<file path="src/rtl/spi_flash_pkg.sv">
// Opcodes, status-register bit positions and FSM encoding shared by the SPI flash responder.
package spi_flash_pkg;

    localparam logic [7:0] OP_PROG = 8'h02;
    localparam logic [7:0] OP_READ = 8'h03;
    localparam logic [7:0] OP_WRDI = 8'h04;
    localparam logic [7:0] OP_RDSR = 8'h05;
    localparam logic [7:0] OP_WREN = 8'h06;

    localparam int STS_WIP = 0;
    localparam int STS_WEL = 1;

    localparam logic [2:0] S_IDLE   = 3'd0;
    localparam logic [2:0] S_CMD    = 3'd1;
    localparam logic [2:0] S_ADDR   = 3'd2;
    localparam logic [2:0] S_READ   = 3'd3;
    localparam logic [2:0] S_PROG   = 3'd4;
    localparam logic [2:0] S_STATUS = 3'd5;
    localparam logic [2:0] S_IGNORE = 3'd6;

    function automatic logic [7:0] status_byte(input logic wel);
        logic [7:0] s;
        s          = 8'h00;
        s[STS_WEL] = wel;
        s[STS_WIP] = 1'b0;
        return s;
    endfunction

endpackage

</file>
<file path="src/rtl/spi_flash_responder_sync.sv">
// Brings SCK/CS/MOSI into the clk domain and flags SCK and CS edges as one-cycle pulses.
// Edge pulses lag the pins by SYNC_STAGES+1 clk; all chains reset low so a held-low CS never looks like a fresh select.
module spi_sync #(
    parameter int SYNC_STAGES = 2
) (
    input  logic clk,
    input  logic rst,
    input  logic i_sck,
    input  logic i_cs,
    input  logic i_mosi,
    output logic o_sck_rise,
    output logic o_sck_fall,
    output logic o_cs_fall,
    output logic o_cs_rise,
    output logic o_cs_hi,
    output logic o_mosi
);

    logic [SYNC_STAGES-1:0] r_sck_sync;
    logic [SYNC_STAGES-1:0] r_cs_sync;
    logic [SYNC_STAGES-1:0] r_mosi_sync;
    logic                   r_sck_d;
    logic                   r_cs_d;
    logic                   w_sck;
    logic                   w_cs;

    always_ff @(posedge clk or posedge rst) begin
        if (rst) begin
            r_sck_sync  <= '0;
            r_cs_sync   <= '0;
            r_mosi_sync <= '0;
            r_sck_d     <= 1'b0;
            r_cs_d      <= 1'b0;
        end else begin
            r_sck_sync  <= SYNC_STAGES'({r_sck_sync, i_sck});
            r_cs_sync   <= SYNC_STAGES'({r_cs_sync, i_cs});
            r_mosi_sync <= SYNC_STAGES'({r_mosi_sync, i_mosi});
            r_sck_d     <= w_sck;
            r_cs_d      <= w_cs;
        end
    end

    assign w_sck      = r_sck_sync[SYNC_STAGES-1];
    assign w_cs       = r_cs_sync[SYNC_STAGES-1];
    assign o_sck_rise = w_sck & ~r_sck_d;
    assign o_sck_fall = ~w_sck & r_sck_d;
    assign o_cs_fall  = ~w_cs & r_cs_d;
    assign o_cs_rise  = w_cs & ~r_cs_d;
    assign o_cs_hi    = w_cs;
    assign o_mosi     = r_mosi_sync[SYNC_STAGES-1];

endmodule

</file>
<file path="src/rtl/spi_flash_responder.sv">
// SPI mode-0 flash responder (READ/PROG/WREN/WRDI/RDSR) in front of a byte-wide memory with 1-cycle read latency.
// MISO updates SYNC_STAGES+1 clk after each SCK fall; no backpressure, SCK phases must be >= 3 clk.
module spi_flash_responder
    import spi_flash_pkg::*;
#(
    parameter int ADDR_W      = 16,
    parameter int SYNC_STAGES = 2
) (
    input  logic              clk,
    input  logic              reset,
    input  logic              i_SPI_CLK,
    input  logic              i_SPI_CS,
    input  logic              i_SPI_MOSI,
    output logic              o_SPI_MISO,
    output logic [ADDR_W-1:0] o_mem_addr,
    output logic              o_mem_rd,
    input  logic [7:0]        i_mem_rdata,
    output logic              o_mem_wr,
    output logic [7:0]        o_mem_wdata,
    output logic              o_cmd_err
);

    logic w_sck_rise, w_sck_fall, w_cs_fall, w_cs_rise, w_cs_hi, w_mosi;

    spi_sync #(.SYNC_STAGES(SYNC_STAGES)) u_sync (
        .clk       (clk),
        .rst       (reset),
        .i_sck     (i_SPI_CLK),
        .i_cs      (i_SPI_CS),
        .i_mosi    (i_SPI_MOSI),
        .o_sck_rise(w_sck_rise),
        .o_sck_fall(w_sck_fall),
        .o_cs_fall (w_cs_fall),
        .o_cs_rise (w_cs_rise),
        .o_cs_hi   (w_cs_hi),
        .o_mosi    (w_mosi)
    );

    logic [2:0]        r_state;
    logic [4:0]        r_bit_cnt;
    logic [6:0]        r_rx_sh;
    logic [ADDR_W-1:0] r_addr_sh;
    logic [ADDR_W-1:0] r_addr;
    logic [7:0]        r_tx_sh;
    logic [7:0]        r_mem_wdata;
    logic              r_wel, r_is_read, r_load, r_miso;
    logic              r_mem_rd, r_mem_wr, r_cmd_err;
    logic [7:0]        w_byte;
    logic [ADDR_W-1:0] w_addr_next;

    assign w_byte      = {r_rx_sh, w_mosi};
    assign w_addr_next = {r_addr_sh[ADDR_W-2:0], w_mosi};

    always_ff @(posedge clk or posedge reset) begin
        if (reset) begin
            r_state     <= S_IDLE;
            r_bit_cnt   <= '0;
            r_rx_sh     <= '0;
            r_addr_sh   <= '0;
            r_addr      <= '0;
            r_tx_sh     <= '0;
            r_mem_wdata <= '0;
            r_wel       <= 1'b0;
            r_is_read   <= 1'b0;
            r_load      <= 1'b0;
            r_miso      <= 1'b0;
            r_mem_rd    <= 1'b0;
            r_mem_wr    <= 1'b0;
            r_cmd_err   <= 1'b0;
        end else begin
            r_mem_rd  <= 1'b0;
            r_mem_wr  <= 1'b0;
            r_cmd_err <= 1'b0;
            r_load    <= r_mem_rd;
            if (r_mem_wr)
                r_addr <= {r_addr[ADDR_W-1:8], r_addr[7:0] + 8'd1};
            // Byte completion is handled ahead of the CS check so a byte that ends as CS rises is still written.
            if (r_state == S_PROG && w_sck_rise) begin
                r_rx_sh   <= w_byte[6:0];
                r_bit_cnt <= r_bit_cnt + 5'd1;
                if (r_bit_cnt == 5'd7) begin
                    r_mem_wr    <= 1'b1;
                    r_mem_wdata <= w_byte;
                    r_bit_cnt   <= '0;
                end
            end
            if (w_cs_rise && r_state == S_PROG)
                r_wel <= 1'b0;
            if (w_cs_hi) begin
                r_state   <= S_IDLE;
                r_bit_cnt <= '0;
                r_rx_sh   <= '0;
                r_miso    <= 1'b0;
            end else begin
                case (r_state)
                    S_IDLE: begin
                        r_miso <= 1'b0;
                        if (w_cs_fall) begin
                            r_state   <= S_CMD;
                            r_bit_cnt <= '0;
                        end
                    end
                    S_CMD: begin
                        r_miso <= 1'b0;
                        if (w_sck_rise) begin
                            r_rx_sh   <= w_byte[6:0];
                            r_bit_cnt <= r_bit_cnt + 5'd1;
                            if (r_bit_cnt == 5'd7) begin
                                r_bit_cnt <= '0;
                                case (w_byte)
                                    OP_READ: begin
                                        r_is_read <= 1'b1;
                                        r_state   <= S_ADDR;
                                    end
                                    OP_PROG: begin
                                        r_is_read <= 1'b0;
                                        r_state   <= r_wel ? S_ADDR : S_IGNORE;
                                    end
                                    OP_WREN: begin
                                        r_wel   <= 1'b1;
                                        r_state <= S_IGNORE;
                                    end
                                    OP_WRDI: begin
                                        r_wel   <= 1'b0;
                                        r_state <= S_IGNORE;
                                    end
                                    OP_RDSR: begin
                                        r_tx_sh <= status_byte(r_wel);
                                        r_state <= S_STATUS;
                                    end
                                    default: begin
                                        r_cmd_err <= 1'b1;
                                        r_state   <= S_IGNORE;
                                    end
                                endcase
                            end
                        end
                    end
                    S_ADDR: begin
                        r_miso <= 1'b0;
                        if (w_sck_rise) begin
                            r_addr_sh <= w_addr_next;
                            r_bit_cnt <= r_bit_cnt + 5'd1;
                            if (r_bit_cnt == 5'd23) begin
                                r_bit_cnt <= '0;
                                r_addr    <= w_addr_next;
                                r_mem_rd  <= r_is_read;
                                r_state   <= r_is_read ? S_READ : S_PROG;
                            end
                        end
                    end
                    S_READ: begin
                        if (w_sck_rise) begin
                            r_bit_cnt <= r_bit_cnt + 5'd1;
                            if (r_bit_cnt == 5'd7) begin
                                r_bit_cnt <= '0;
                                r_addr    <= r_addr + ADDR_W'(1);
                                r_mem_rd  <= 1'b1;
                            end
                        end
                        if (w_sck_fall) begin
                            r_miso  <= r_tx_sh[7];
                            r_tx_sh <= {r_tx_sh[6:0], 1'b0};
                        end
                    end
                    S_STATUS: begin
                        // Rotating the shifter repeats the status byte for as long as SCK runs.
                        if (w_sck_fall) begin
                            r_miso  <= r_tx_sh[7];
                            r_tx_sh <= {r_tx_sh[6:0], r_tx_sh[7]};
                        end
                    end
                    default: r_miso <= 1'b0;
                endcase
            end
            if (r_load)
                r_tx_sh <= i_mem_rdata;
        end
    end

    assign o_SPI_MISO  = r_miso;
    assign o_mem_addr  = r_addr;
    assign o_mem_rd    = r_mem_rd;
    assign o_mem_wr    = r_mem_wr;
    assign o_mem_wdata = r_mem_wdata;
    assign o_cmd_err   = r_cmd_err;

endmodule

</file>
<file path="config.mk">
export PLATFORM = sky130hd
export DESIGN_NAME = spi_flash_responder
export DESIGN_NICKNAME = d
export VERILOG_FILES = /design/src/rtl/spi_flash_pkg.sv /design/src/rtl/spi_flash_responder_sync.sv /design/src/rtl/spi_flash_responder.sv
export SDC_FILE = /design/constraint.sdc
export NUM_CORES = 1
export LEC_CHECK = 0
export CORE_ASPECT_RATIO = 1.4
export CORE_MARGIN = 5
export CORE_UTILIZATION = 50
export DETAILED_ROUTE_END_ITERATION = 16
export PLACE_DENSITY = 0.71
export RECOVER_POWER = 50
export SLEW_MARGIN = 20
export SYNTH_ARGS = -nofsm -noshare
export SYNTH_HDL_FRONTEND = slang
export SYNTH_SLANG_ARGS = --single-unit
</file>
<file path="constraint.sdc">
create_clock -name clk -period 2.7 [get_ports clk]
set_input_delay 0.27 -clock clk [delete_from_list [all_inputs] [get_ports clk]]
set_output_delay 0.27 -clock clk [all_outputs]
set_load 0.05 [all_outputs]
</file>
==> flow_summary.rst, run 1 <==
.. list-table::
   :header-rows: 1

   * - Metric
     - Value
   * - Outcome
     - finished, violations left
   * - Failing checks
     - max-capacitance violations, max-slew violations
   * - Reported net switching power
     - 669.5 uW
   * - Synth top area share
     - between 40% and 50%
   * - GRT Overall Usage
     - between 20% and 30%
   * - Fraction of registers with async set/reset
     - 100.0%
   * - Post-route non-filler standard cell count
     - 557
   * - Placement-stage worst setup slack
     - 0.3456 ns
   * - Worst clock skew
     - around 0.0053 ns
   * - Cell count after synthesis
     - between 400 and 500
   * - Post-DR wirelength/cell
     - roughly 17 um
   * - Number of gates resized after cts
     - 0
   * - Most frequently used cell type in the post-synthesis netlist
     - dfrtp_1
   * - Number of placed I/O pins
     - between 40 and 50
   * - Wire length of the first global-routing pass
     - 16530 um
   * - Cell type with the largest total area after synthesis
     - dfrtp_1
   * - Root buffer cell
     - clkbuf_16
   * - Power density normalized to cell area
     - 573.8 nW/um^2
   * - Number of enable-type register cells in the synthesized netlist
     - 0
   * - # port buffers
     - 40
   * - Post-detailed-route via-to-cell ratio
     - just over 6
   * - Critical path data required time
     - 2.93 ns
   * - Path type of the worst min-delay path
     - reg -> reg
   * - Combinational group share of total power
     - around 8.0%
   * - H-Tree Level Count
     - 3
   * - Yosys warnings
     - 0
   * - Sink count of the clock tree
     - 77
   * - FF-to-FF path depth
     - 6
   * - Total negative slack
     - 0 ns
   * - Min Tclk post-route
     - ~2.5 ns
   * - Area of the placeable core
     - a little over 8000 um^2
   * - Share of final-layout standard cells stronger than drive strength 1
     - between 8 and 9%
   * - Count of buffers added by post-CTS timing repair for setup
     - 0
   * - Post-synthesis instance area
     - 4086 um^2
   * - Count of routing violations after the opening detailed-route iteration
     - 282
   * - Ranking of synthesized cells by instance count
     - 77 x dfrtp_1, 34 x nand2_1, 33 x nor2_1
   * - Data arrival time of the critical path
     - 2.72 ns
   * - Final Max Slew Viols
     - 78
   * - Clock share of power
     - about 48%
   * - DIE AREA
     - around 10000 um^2
   * - Latest clock arrival within the worst-skew pair
     - 0.34 ns
   * - Global-route met3 utilization
     - under 10%
   * - Synthesized Nets
     - about 430
   * - Unrepaired setup endpoints after global routing
     - no
   * - Number of hold buffers added after cts
     - 0
   * - Average cell area after synthesis
     - 9.800 um^2
   * - Part of the cycle the worst path needs
     - 92.27%
   * - Via total after detailed routing
     - between 3000 and 4000
   * - Final antenna-violating net count
     - 0
   * - CP peak stage delay
     - about 0.73 ns
   * - Net switching fraction of the power
     - 23.89%
   * - Transition time of the tightest slew-check pin
     - between 1.5 and 2 ns
   * - Routing usage on met1
     - about a quarter
   * - Grt ovf
     - 0
   * - Number of antenna violations at the first check in global routing
     - 0
   * - Final HPWL from detailed placement
     - roughly 6700 um
   * - Number of hold-slack violations in the final timing report
     - 0
   * - Util after Layout
     - approximately three fifths
   * - Met2 track demand over resource in global routing
     - a little over a third
   * - Max-cap violation count
     - 1
   * - Starting utilization of the core area
     - a little over 50%
   * - Kind of critical path
     - reg -> reg
   * - Maximum number of pins on one net before global-route repair
     - approximately 80
   * - Clock-pin slew reported for the worst setup and hold paths after clock tree synthesis
     - 0.06 ns
   * - Crit path max-delay cell type
     - clkbuf_1
   * - Placer's final routability congestion estimate
     - between 0.8 and 0.9
   * - Floorplan row count
     - 39
   * - Wire length reported by the detailed router
     - between 9000 and 10000 um
   * - Series of cell instances along the critical path
     - clkbuf_1, inv_1, nand4_1, nor3b_1, nor3_1, a22o_1
   * - Number of global-route vias before repair
     - about 3400
   * - F_max
     - 0.4014 GHz
   * - Die width
     - about 86 um
   * - Final-stage net count
     - roughly 470
   * - DR pass1 iterations
     - 5
   * - Highest net fanout along the worst path
     - 19
   * - Number of setup violations in the final report
     - 0
   * - Height of the die
     - approximately 120 um
   * - Total non-filler cell area in the finished layout
     - slightly below 5000 um^2
   * - Inserted Clock Buffers
     - 9
   * - # DRC
     - 0
   * - Global routing's busiest layer
     - met2
   * - Int Pwr
     - roughly 2100 uW
   * - Hold Path Cell Cnt
     - 0
   * - Crit end category
     - register
   * - Instance count after placement with tap cells included
     - roughly 540
   * - Share of synthesized area occupied by flip-flops and latches
     - 47.15%
   * - Relative slew margins
     - -25.44%
   * - Post-place instance area
     - 4573 um^2
   * - Area growth from synthesis to layout
     - 19.53%
   * - Cells taking the most area after synthesis
     - dfrtp_1 47%, mux2_1 5.0%, a21oi_1 3.3%
   * - Antenna cells
     - 0
   * - Buffers from clock root to sink, at most
     - 2
   * - Largest voltage drop on the vdd net
     - 0.0004773 V
   * - TritonCTS clock tree
     - built
   * - Least setup slack across all paths after layout
     - approximately 0.21 ns
   * - Yosys cell types
     - 60
   * - Type of element launching the critical path
     - register
   * - Static Leakage
     - roughly 0.0022 uW
   * - Flip-flop cell with the highest count after synthesis
     - dfrtp_1
   * - Proportion of power drawn by flip-flops and latches
     - between 40 and 50%
   * - Seq cells post-synth
     - just under 80
[per-stage QoR]
step	power, uW	hold WS, ns
2_1_floorplan	1416	0.3014
3_3_place_gp	1487	0.3334
3_5_place_dp	1493	0.3434
4_1_cts	2830	0.3557
5_1_grt	2898	0.3617
6_report	2803	0.3530
[layout by cell type, fill, tap and decap left out, types with 4 or more instances in the layout]
cell / Yosys / final
mux2_2: 9 / 9
xor2_1: 6 / 6
clkbuf_16: 0 / 9
o31a_1: 5 / 5
dlygate4sd3_1: 0 / 6
o211ai_1: 4 / 4
o21ai_0: 4 / 4
mux2_1: 18 / 18
nand3_1: 12 / 12
nand3b_1: 4 / 4
o21ai_1: 21 / 21
xnor2_1: 6 / 6
clkdlybuf4s50_1: 0 / 34
buf_4: 2 / 9
dfrtp_1: 77 / 77
nand4_1: 11 / 11
nor3_1: 13 / 13
nand2b_1: 4 / 4
inv_1: 14 / 13
and3_1: 4 / 4
mux2i_1: 10 / 10
o31ai_1: 4 / 4
a21oi_1: 27 / 27
nor2_1: 33 / 33
a221oi_1: 7 / 7
nand2_1: 34 / 34
[cells by family after synthesis]
kind of cell / Yosys count / synth area share (%)
flops: 77 / 47.15
simple gates: 141 / 18.00
fa+ha+maj: 3 / 0.8572
buf+inv: 45 / 4.899
compound gates: 102 / 16.63
xor+xnor: 12 / 2.572
mux: 37 / 9.890
[routing by layer]
metal	vias to the layer above	wire length (um)	share of wire, %
met3	17	468	4.8
met4	0	240	2.5
li1	1609	-	-
met5	-	0	0
met1	1710	3893	40
met2	95	5137	53
[cell type report]
| type | instances | area, um^2 |
|---|---|---|
| clock inverter | 6 | 95.09 |
| multi-input combinational | 295 | 1959 |
| inverter | 15 | 56.30 |
| timing repair buffer | 52 | 480.5 |
| clock buffer | 10 | 239.0 |
| tap | 102 | 127.6 |
| sequential | 77 | 1927 |
| fill | 710 | 3167 |
[path summary, 6_finish.rpt]
kind / startpoint / end / slack, ns
setup / recovery: u_sync.r_cs_sync[1] / o_mem_addr[7] / 0.21
hold / removal: u_sync.r_sck_sync[0] / u_sync.r_sck_sync[1] / 0.35
setup reg to reg: u_sync.r_cs_sync[1] / o_mem_addr[7] / 0.21
hold reg to reg: u_sync.r_sck_sync[0] / u_sync.r_sck_sync[1] / 0.35
max in group asynchronous: reset / o_mem_wr / 0.55
min in group asynchronous: reset / r_bit_cnt[3] / 1.05
[sequential cells by signal, indices dropped and copies added (netlist names), 2 cells and up]
signal,count
r_bit_cnt,5
u_sync.r_sck_sync,2
o_mem_addr,16
r_state,3
r_rx_sh,7
u_sync.r_mosi_sync,2
r_tx_sh,8
u_sync.r_cs_sync,2
r_addr_sh,15
o_mem_wdata,8
[power groups by stage]
stage	Clock (uW)	Sequential [uW]	Combinational [uW]
after detailed placement	0	1260	231
after floorplan	0	1240	177
final	1330	1240	225
after global placement	0	1260	226
after CTS	1360	1240	232
after global routing	1400	1250	251
[critical path, delay by kind of cell (launching register included)]
family	cells	cell delay [ns]
compound gates	1	0.17
flops	1	0.63
buf+inv	2	1.08
simple gates	3	0.49
(Power assumes the default switching activity.)
==> run 2: changes to the inputs <==
--- a/config.mk
+++ b/config.mk
@@ -5,10 +5,12 @@
 export SDC_FILE = /design/constraint.sdc
 export NUM_CORES = 1
 export LEC_CHECK = 0
+export CAP_MARGIN = 30
 export CORE_ASPECT_RATIO = 1.4
 export CORE_MARGIN = 5
 export CORE_UTILIZATION = 50
 export DETAILED_ROUTE_END_ITERATION = 16
+export MAX_ROUTING_LAYER = met4
 export PLACE_DENSITY = 0.71
 export RECOVER_POWER = 50
 export SLEW_MARGIN = 20
==> run 2 against run 1 <==
Via count is 2.0% lower. Register-to-register slack better by 0.15 ns. Clock power is 9.8% lower. Hold slack worse by 0.0061 ns. Die area stayed put. First-iteration DRC count is 15% higher. Global-route usage is 0.70 points lower. The run still ends with max-capacitance violations, max-slew violations left. Clock skew hardly changed. Power is 5.1% lower. Sequential cell count stayed put. Fmax is 6.4% higher. Count of clock-buffer cells in the layout is 1 lower.
==> flow_summary.rst, run 2 (synthesized netlist as in run 1, its figures left out) <==
.. list-table::
   :header-rows: 1

   * - Metric
     - Value
   * - DRT met1 WL
     - 3829 um (-1.6%)
   * - Height of the die
     - 117.0 um (unchanged)
   * - Buf/Inv on CP
     - 1 (-1)
   * - Relative slew margins
     - -24.35% (+1.1 points)
   * - Static Leakage
     - 0.002146 uW (-0.96%)
   * - Number of setup violations in the final report
     - 0 (unchanged)
   * - DIE AREA
     - 10110 um^2 (unchanged)
   * - Crit end category
     - register
   * - Hold Path Cell Cnt
     - 0 (unchanged)
   * - Kind of cell adding the most delay to the critical path
     - compound AO/OA/AOI/OAI gates
   * - Critical path data required time
     - 2.89 ns (-0.04 ns)
   * - Max-cap violation count
     - 1 (unchanged)
   * - Hold_sp
     - u_sync.r_cs_sync[0]
   * - # DRC
     - 0 (unchanged)
   * - CP peak stage delay
     - 0.60 ns (-0.13 ns)
   * - FF-to-FF path depth
     - 5 (-1)
   * - F_max
     - 0.4271 GHz (+6.4%)
   * - Maximum number of pins on one net before global-route repair
     - 78 (unchanged)
   * - Unrepaired setup endpoints after global routing
     - no
   * - Terminating pin of the worst hold path
     - u_sync.r_cs_sync[1]
   * - Final Max Slew Viols
     - 78 (unchanged)
   * - Area of the placeable core
     - 8051 um^2 (unchanged)
   * - Floorplan row count
     - 39 (unchanged)
   * - Reg2Reg Launch Point
     - r_state[1]
   * - Type of element launching the critical path
     - register
   * - Power density normalized to cell area
     - 548.5 nW/um^2 (-4.4%)
   * - GRT Overall Usage
     - 20.24% (-0.70 points)
   * - Number of hold buffers added after cts
     - 0 (unchanged)
   * - Share of final-layout standard cells stronger than drive strength 1
     - 8.132% (-0.22 points)
   * - Outcome
     - finished, violations left
   * - Number of placed I/O pins
     - 41 (unchanged)
   * - Die width
     - 86.41 um (unchanged)
   * - TritonCTS clock tree
     - built
   * - Placer's final routability congestion estimate
     - 0.8933 (+1.9%)
   * - Reg2Reg Setup Slack
     - 0.36 ns (+0.15 ns)
   * - Wire length reported by the detailed router
     - 9391 um (-3.6%)
   * - Root buffer cell
     - clkbuf_16
   * - Antenna cells
     - 0 (unchanged)
   * - Terminus of the critical flop-to-flop path
     - o_mem_addr[15]
   * - Series of cell instances along the critical path
     - inv_1, or4_1, a211o_1, a21oi_1, o22ai_1
   * - Total negative slack
     - 0 ns (unchanged)
   * - Latest clock arrival within the worst-skew pair
     - 0.34 ns (about the same)
   * - Final-stage net count
     - 465 (unchanged)
   * - Commonest non-fill, non-tap cell in the layout
     - dfrtp_1
   * - Number of gates resized after cts
     - 0 (unchanged)
   * - Placement-stage worst setup slack
     - 0.3627 ns (+0.01709 ns)
   * - Top library cells by usage in the layout, fill and taps aside
     - 77 x dfrtp_1, 34 x nand2_1, 34 x clkdlybuf4s50_1
   * - Part of the cycle the worst path needs
     - 86.71% (-5.6 points)
   * - Kind of critical path
     - reg -> reg
   * - # port buffers
     - 40 (unchanged)
   * - Starting utilization of the core area
     - 50.75% (unchanged)
   * - Data arrival time of the critical path
     - 2.53 ns (-0.19 ns)
   * - Sum of met2 wire segment lengths after detailed routing
     - 4944 um (-3.8%)
   * - Final antenna-violating net count
     - 0 (unchanged)
   * - Number of antenna violations at the first check in global routing
     - 0 (unchanged)
   * - Transition time of the tightest slew-check pin
     - 1.865 ns (-0.01639 ns)
   * - Area growth from synthesis to layout
     - 18.65%
   * - Count of routing violations after the opening detailed-route iteration
     - 323 (+15%)
   * - Min Tclk post-route
     - 2.341 ns (-0.1501 ns)
   * - Inserted Clock Buffers
     - 9 (unchanged)
   * - Crit path max-delay cell type
     - or4_1
   * - Sink count of the clock tree
     - 77 (unchanged)
   * - Number of global-route vias before repair
     - 3278 (-4.5%)
   * - Highest net fanout along the worst path
     - 16 (-3)
   * - Number of hold-slack violations in the final timing report
     - 0 (unchanged)
   * - Max FFs per register
     - 16 (unchanged)
   * - Highest metal layer used by the detailed router
     - met4
   * - Count of buffers added by post-CTS timing repair for setup
     - 0 (unchanged)
   * - Routed length on met3
     - 410 um (-12%)
   * - DR pass1 iterations
     - 4 (-1)
   * - Post-detailed-route via-to-cell ratio
     - 6.036 (-2.0%)
   * - Fillcell total
     - 719 (+1.3%)
   * - Largest voltage drop on the vdd net
     - 0.0004386 V (-8.1%)
   * - Via total after detailed routing
     - 3362 (-2.0%)
   * - Clock-pin slew reported for the worst setup and hold paths after clock tree synthesis
     - 0.06 ns (about the same)
   * - Least setup slack across all paths after layout
     - 0.3587 ns (+0.1501 ns)
   * - Post-DR wirelength/cell
     - 16.86 um (-3.6%)
   * - Grt ovf
     - 0 (unchanged)
   * - Worst clock skew
     - 0.005733 ns (+0.0004611 ns)
   * - H-Tree Level Count
     - 3 (unchanged)
   * - Buffers from clock root to sink, at most
     - 2 (unchanged)
   * - Final HPWL from detailed placement
     - 6580 um (-2.4%)
   * - Path type of the worst min-delay path
     - reg -> reg
   * - Wire length of the first global-routing pass
     - 15770 um (-4.6%)
   * - Failing checks
     - max-capacitance violations, max-slew violations
## run 2: changes by cell type in the layout (fill, tap and decap cells not counted), sizes merged
cell | previous run | this run
clkbuf | 13 | 12
clkinvlp | 0 | 2
inv | 15 | 16
clkinv | 4 | 3
bufinv | 2 | 1
## run 2: worst max-delay path by stage
stage,startpoint,endpoint,depth (start not counted)
after floorplan,reset,o_SPI_MISO,1
after global placement,r_bit_cnt[0],r_tx_sh[4],6
after detailed placement,r_bit_cnt[0],r_tx_sh[5],6
after CTS,r_bit_cnt[0],r_tx_sh[5],6
after global routing,reset,o_mem_addr[3],3
final,r_state[1],o_mem_addr[15],5
## run 2: layout make-up
type / instances / area (um^2) / share of cell area, %
flip-flops and latches: 77 / 1927 / 39.74
repair buffers: 52 / 480.5 / 9.910
inverters: 15 / 56.30 / 1.161
well taps: 102 / 127.6 / 2.632
clock inverters: 7 / 72.57 / 1.497
clock buffers: 9 / 225.2 / 4.645
multi-input cells: 295 / 1959 / 40.41
## run 2: through the flow
stage	cell area [um^2]	hold WS, ns	util (%)	power (uW)	std cells
global route	4848	0.3545	60.22	2762	557
floorplan	4086	0.3014	-	1416	417
detailed placement	4573	0.3379	56.80	1492	541
global placement	4573	0.3327	56.80	1487	541
CTS	4871	0.3490	60.50	2691	557
finish	4848	0.3469	60.22	2659	557
## run 2: power breakdown
part	switching [uW]	leakage, uW	internal (uW)	total (uW)
registers	42.2	0.00105	1200	1240
logic	130	0.000951	92.6	223
clock network	478	0.000142	718	1200
## run 2: routing by layer
layer,global-route usage [%],vias up
li1,-,1599
met1,23.13,1644
met2,35.24,100
met3,3.361,19
met4,8.108,0
met5,-,-
==> run 3: changes to the inputs <==
--- a/config.mk
+++ b/config.mk
@@ -10,6 +10,7 @@
 export CORE_MARGIN = 5
 export CORE_UTILIZATION = 50
 export DETAILED_ROUTE_END_ITERATION = 16
+export GPL_ROUTABILITY_DRIVEN = 0
 export MAX_ROUTING_LAYER = met4
 export PLACE_DENSITY = 0.71
 export RECOVER_POWER = 50
==> run 3 against run 2 <==
The run now ends clean. Cell count did not move. Power rose by 3.3%. First-iteration DRC count fell by 18%. Clock skew fell by 0.0023 ns. Hold slack barely moved.
==> flow_summary.rst, run 3 (synthesized netlist as in run 1, its figures left out) <==
.. list-table::
   :header-rows: 1

   * - Metric
     - Value
   * - F_max
     - 0.4144 GHz (-3.0%)
   * - Sequential cell area in the final layout
     - 1927 um^2 (unchanged)
   * - Relative slew margins
     - 7.868% (+32 points)
   * - Instance count after placement with tap cells included
     - 542 (+0.18%)
   * - Number of setup violations in the final report
     - 0 (unchanged)
   * - Min Tclk post-route
     - 2.413 ns (+0.07172 ns)
   * - Final-stage net count
     - 466 (+0.22%)
   * - Count of buffers added by post-CTS timing repair for setup
     - 0 (unchanged)
   * - Post-detailed-route via-to-cell ratio
     - 6.056 (+0.33%)
   * - Final HPWL from detailed placement
     - 6900 um (+4.9%)
   * - Type of element launching the critical path
     - register
   * - Part of the cycle the worst path needs
     - 89.37% (+2.7 points)
   * - Final Max Slew Viols
     - 0 (-100%)
   * - Max-cap violation count
     - 0 (-1)
   * - Unrepaired setup endpoints after global routing
     - no
   * - Fillcell total
     - 707 (-1.7%)
   * - Critical path data required time
     - 2.89 ns (about the same)
   * - Crit end category
     - register
   * - Max FFs per register
     - 16 (unchanged)
   * - Kind of critical path
     - reg -> reg
   * - Post-route non-filler standard cell count
     - 557 (unchanged)
   * - Wire length reported by the detailed router
     - 9557 um (+1.8%)
   * - Outcome
     - complete, no violations
   * - Number of antenna violations at the first check in global routing
     - 0 (unchanged)
   * - Number of global-route vias before repair
     - 3372 (+2.9%)
   * - Number of placed I/O pins
     - 41 (unchanged)
   * - Routing usage on met1
     - 24.55% (+1.4 points)
   * - Buffers from clock root to sink, at most
     - 2 (unchanged)
   * - Path type of the worst min-delay path
     - reg -> reg
   * - Root buffer cell
     - clkbuf_16
   * - Util after Layout
     - 60.53% (+0.31 points)
   * - Static Leakage
     - 0.002168 uW (+1.0%)
   * - Placement-stage worst setup slack
     - 0.3286 ns (-0.03406 ns)
   * - # DRC
     - 0 (unchanged)
   * - Global routing's busiest layer
     - met2
   * - Clock-pin slew reported for the worst setup and hold paths after clock tree synthesis
     - 0.05 ns (about the same)
   * - Maximum number of pins on one net before global-route repair
     - 37 (-53%)
   * - Highest net fanout along the worst path
     - 8 (-8)
   * - Height of the die
     - 117.0 um (unchanged)
   * - DIE AREA
     - 10110 um^2 (unchanged)
   * - Top library cells by usage in the layout, fill and taps aside
     - 77 x dfrtp_1, 34 x nand2_1, 33 x nor2_1, 33 x clkdlybuf4s50_1, 27 x a21oi_1
   * - Starting utilization of the core area
     - 50.75% (unchanged)
   * - GRT Overall Usage
     - 20.94% (+0.70 points)
   * - Largest voltage drop on the vdd net
     - 0.0004617 V (+5.3%)
   * - Floorplan row count
     - 39 (unchanged)
   * - Number of hold buffers added after cts
     - 0 (unchanged)
   * - Global-route met3 utilization
     - 3.501% (+0.14 points)
   * - Area of the placeable core
     - 8051 um^2 (unchanged)
   * - Number of gates resized after cts
     - 0 (unchanged)
   * - # port buffers
     - 40 (unchanged)
   * - Final antenna-violating net count
     - 0 (unchanged)
   * - Power density normalized to cell area
     - 563.7 nW/um^2 (+2.8%)
   * - Worst clock skew
     - 0.003449 ns (-0.002284 ns)
   * - Antenna cells
     - 0 (unchanged)
   * - H-Tree Level Count
     - 3 (unchanged)
   * - Met2 track demand over resource in global routing
     - 34.98% (-0.26 points)
   * - Total negative slack
     - 0 ns (unchanged)
   * - Number of hold-slack violations in the final timing report
     - 0 (unchanged)
   * - Data arrival time of the critical path
     - 2.60 ns (+0.07 ns)
   * - Latest clock arrival within the worst-skew pair
     - 0.33 ns (about the same)
   * - Area growth from synthesis to layout
     - 19.26%
   * - Overall Power
     - 2747 uW (+3.3%)
   * - Grt ovf
     - 0 (unchanged)
   * - Share of final-layout standard cells stronger than drive strength 1
     - 7.912% (-0.22 points)
   * - Die width
     - 86.41 um (unchanged)
   * - TritonCTS clock tree
     - built
   * - DR pass1 iterations
     - 5 (+1)
   * - Via total after detailed routing
     - 3373 (+0.33%)
   * - Transition time of the tightest slew-check pin
     - 1.380 ns (-0.4848 ns)
   * - Least setup slack across all paths after layout
     - 0.2870 ns (-0.07172 ns)
   * - Wire length of the first global-routing pass
     - 16120 um (+2.2%)
   * - Post-DR wirelength/cell
     - 17.16 um (+1.8%)
   * - Inserted Clock Buffers
     - 9 (unchanged)
   * - Commonest non-fill, non-tap cell in the layout
     - dfrtp_1
   * - Total area of multi-input combinational cells
     - 1959 um^2 (unchanged)
   * - Sink count of the clock tree
     - 77 (unchanged)
   * - Count of routing violations after the opening detailed-route iteration
     - 265 (-18%)
[run 3: layout make-up]
| cell class | instances | share of cell area [%] |
|---|---|---|
| Multi-Input combinational cell | 295 | 40.21 |
| Inverter | 15 | 1.155 |
| Tap cell | 102 | 2.619 |
| Sequential cell | 77 | 39.54 |
| Clock buffer | 11 | 4.981 |
| Timing Repair Buffer | 53 | 10.01 |
| Clock inverter | 4 | 1.489 |
[run 3: critical path: stages (launching register included)]
cell and delay [ns]:
dfrtp_1 0.39, ha_1 0.31, and4bb_1 0.41, nand4_1 0.12, a2111o_1 0.58, a221oi_1 0.37, a21oi_1 0.08
[run 3: worst paths after layout]
path / from / endpoint / slack, ns / cells past startpoint
min: u_sync.r_cs_sync[0] / u_sync.r_cs_sync[1] / 0.35 / 0
max in group asynchronous: reset / u_sync.r_cs_d / 0.63 / 3
max: r_bit_cnt[0] / r_tx_sh[7] / 0.29 / 6
min reg2reg: u_sync.r_cs_sync[0] / u_sync.r_cs_sync[1] / 0.35 / 0
min in group asynchronous: reset / o_mem_addr[15] / 0.78 / 2
max reg2reg: r_bit_cnt[0] / r_tx_sh[7] / 0.29 / 6
[run 3: through the flow]
step           hold slack, ns  cell area, um^2
3_3_place_gp           0.3330             4581
3_5_place_dp           0.3347             4581
4_1_cts                0.3491             4896
2_1_floorplan          0.3014             4086
5_1_grt                0.3566             4873
6_report               0.3468             4873
[run 3: metal layers]
metal / up-vias / part of all wire (%)
met2: 120 / 52
li1: 1603 / -
met5: - / 0
met4: 0 / 2.9
met1: 1628 / 40
met3: 22 / 5.1
[run 3: power breakdown]
part           total, uW  switching, uW  internal [uW]  leakage, uW
logic                224            132           91.8     0.000964
clock network       1280            451            827     0.000152
registers           1240           45.9           1200      0.00105
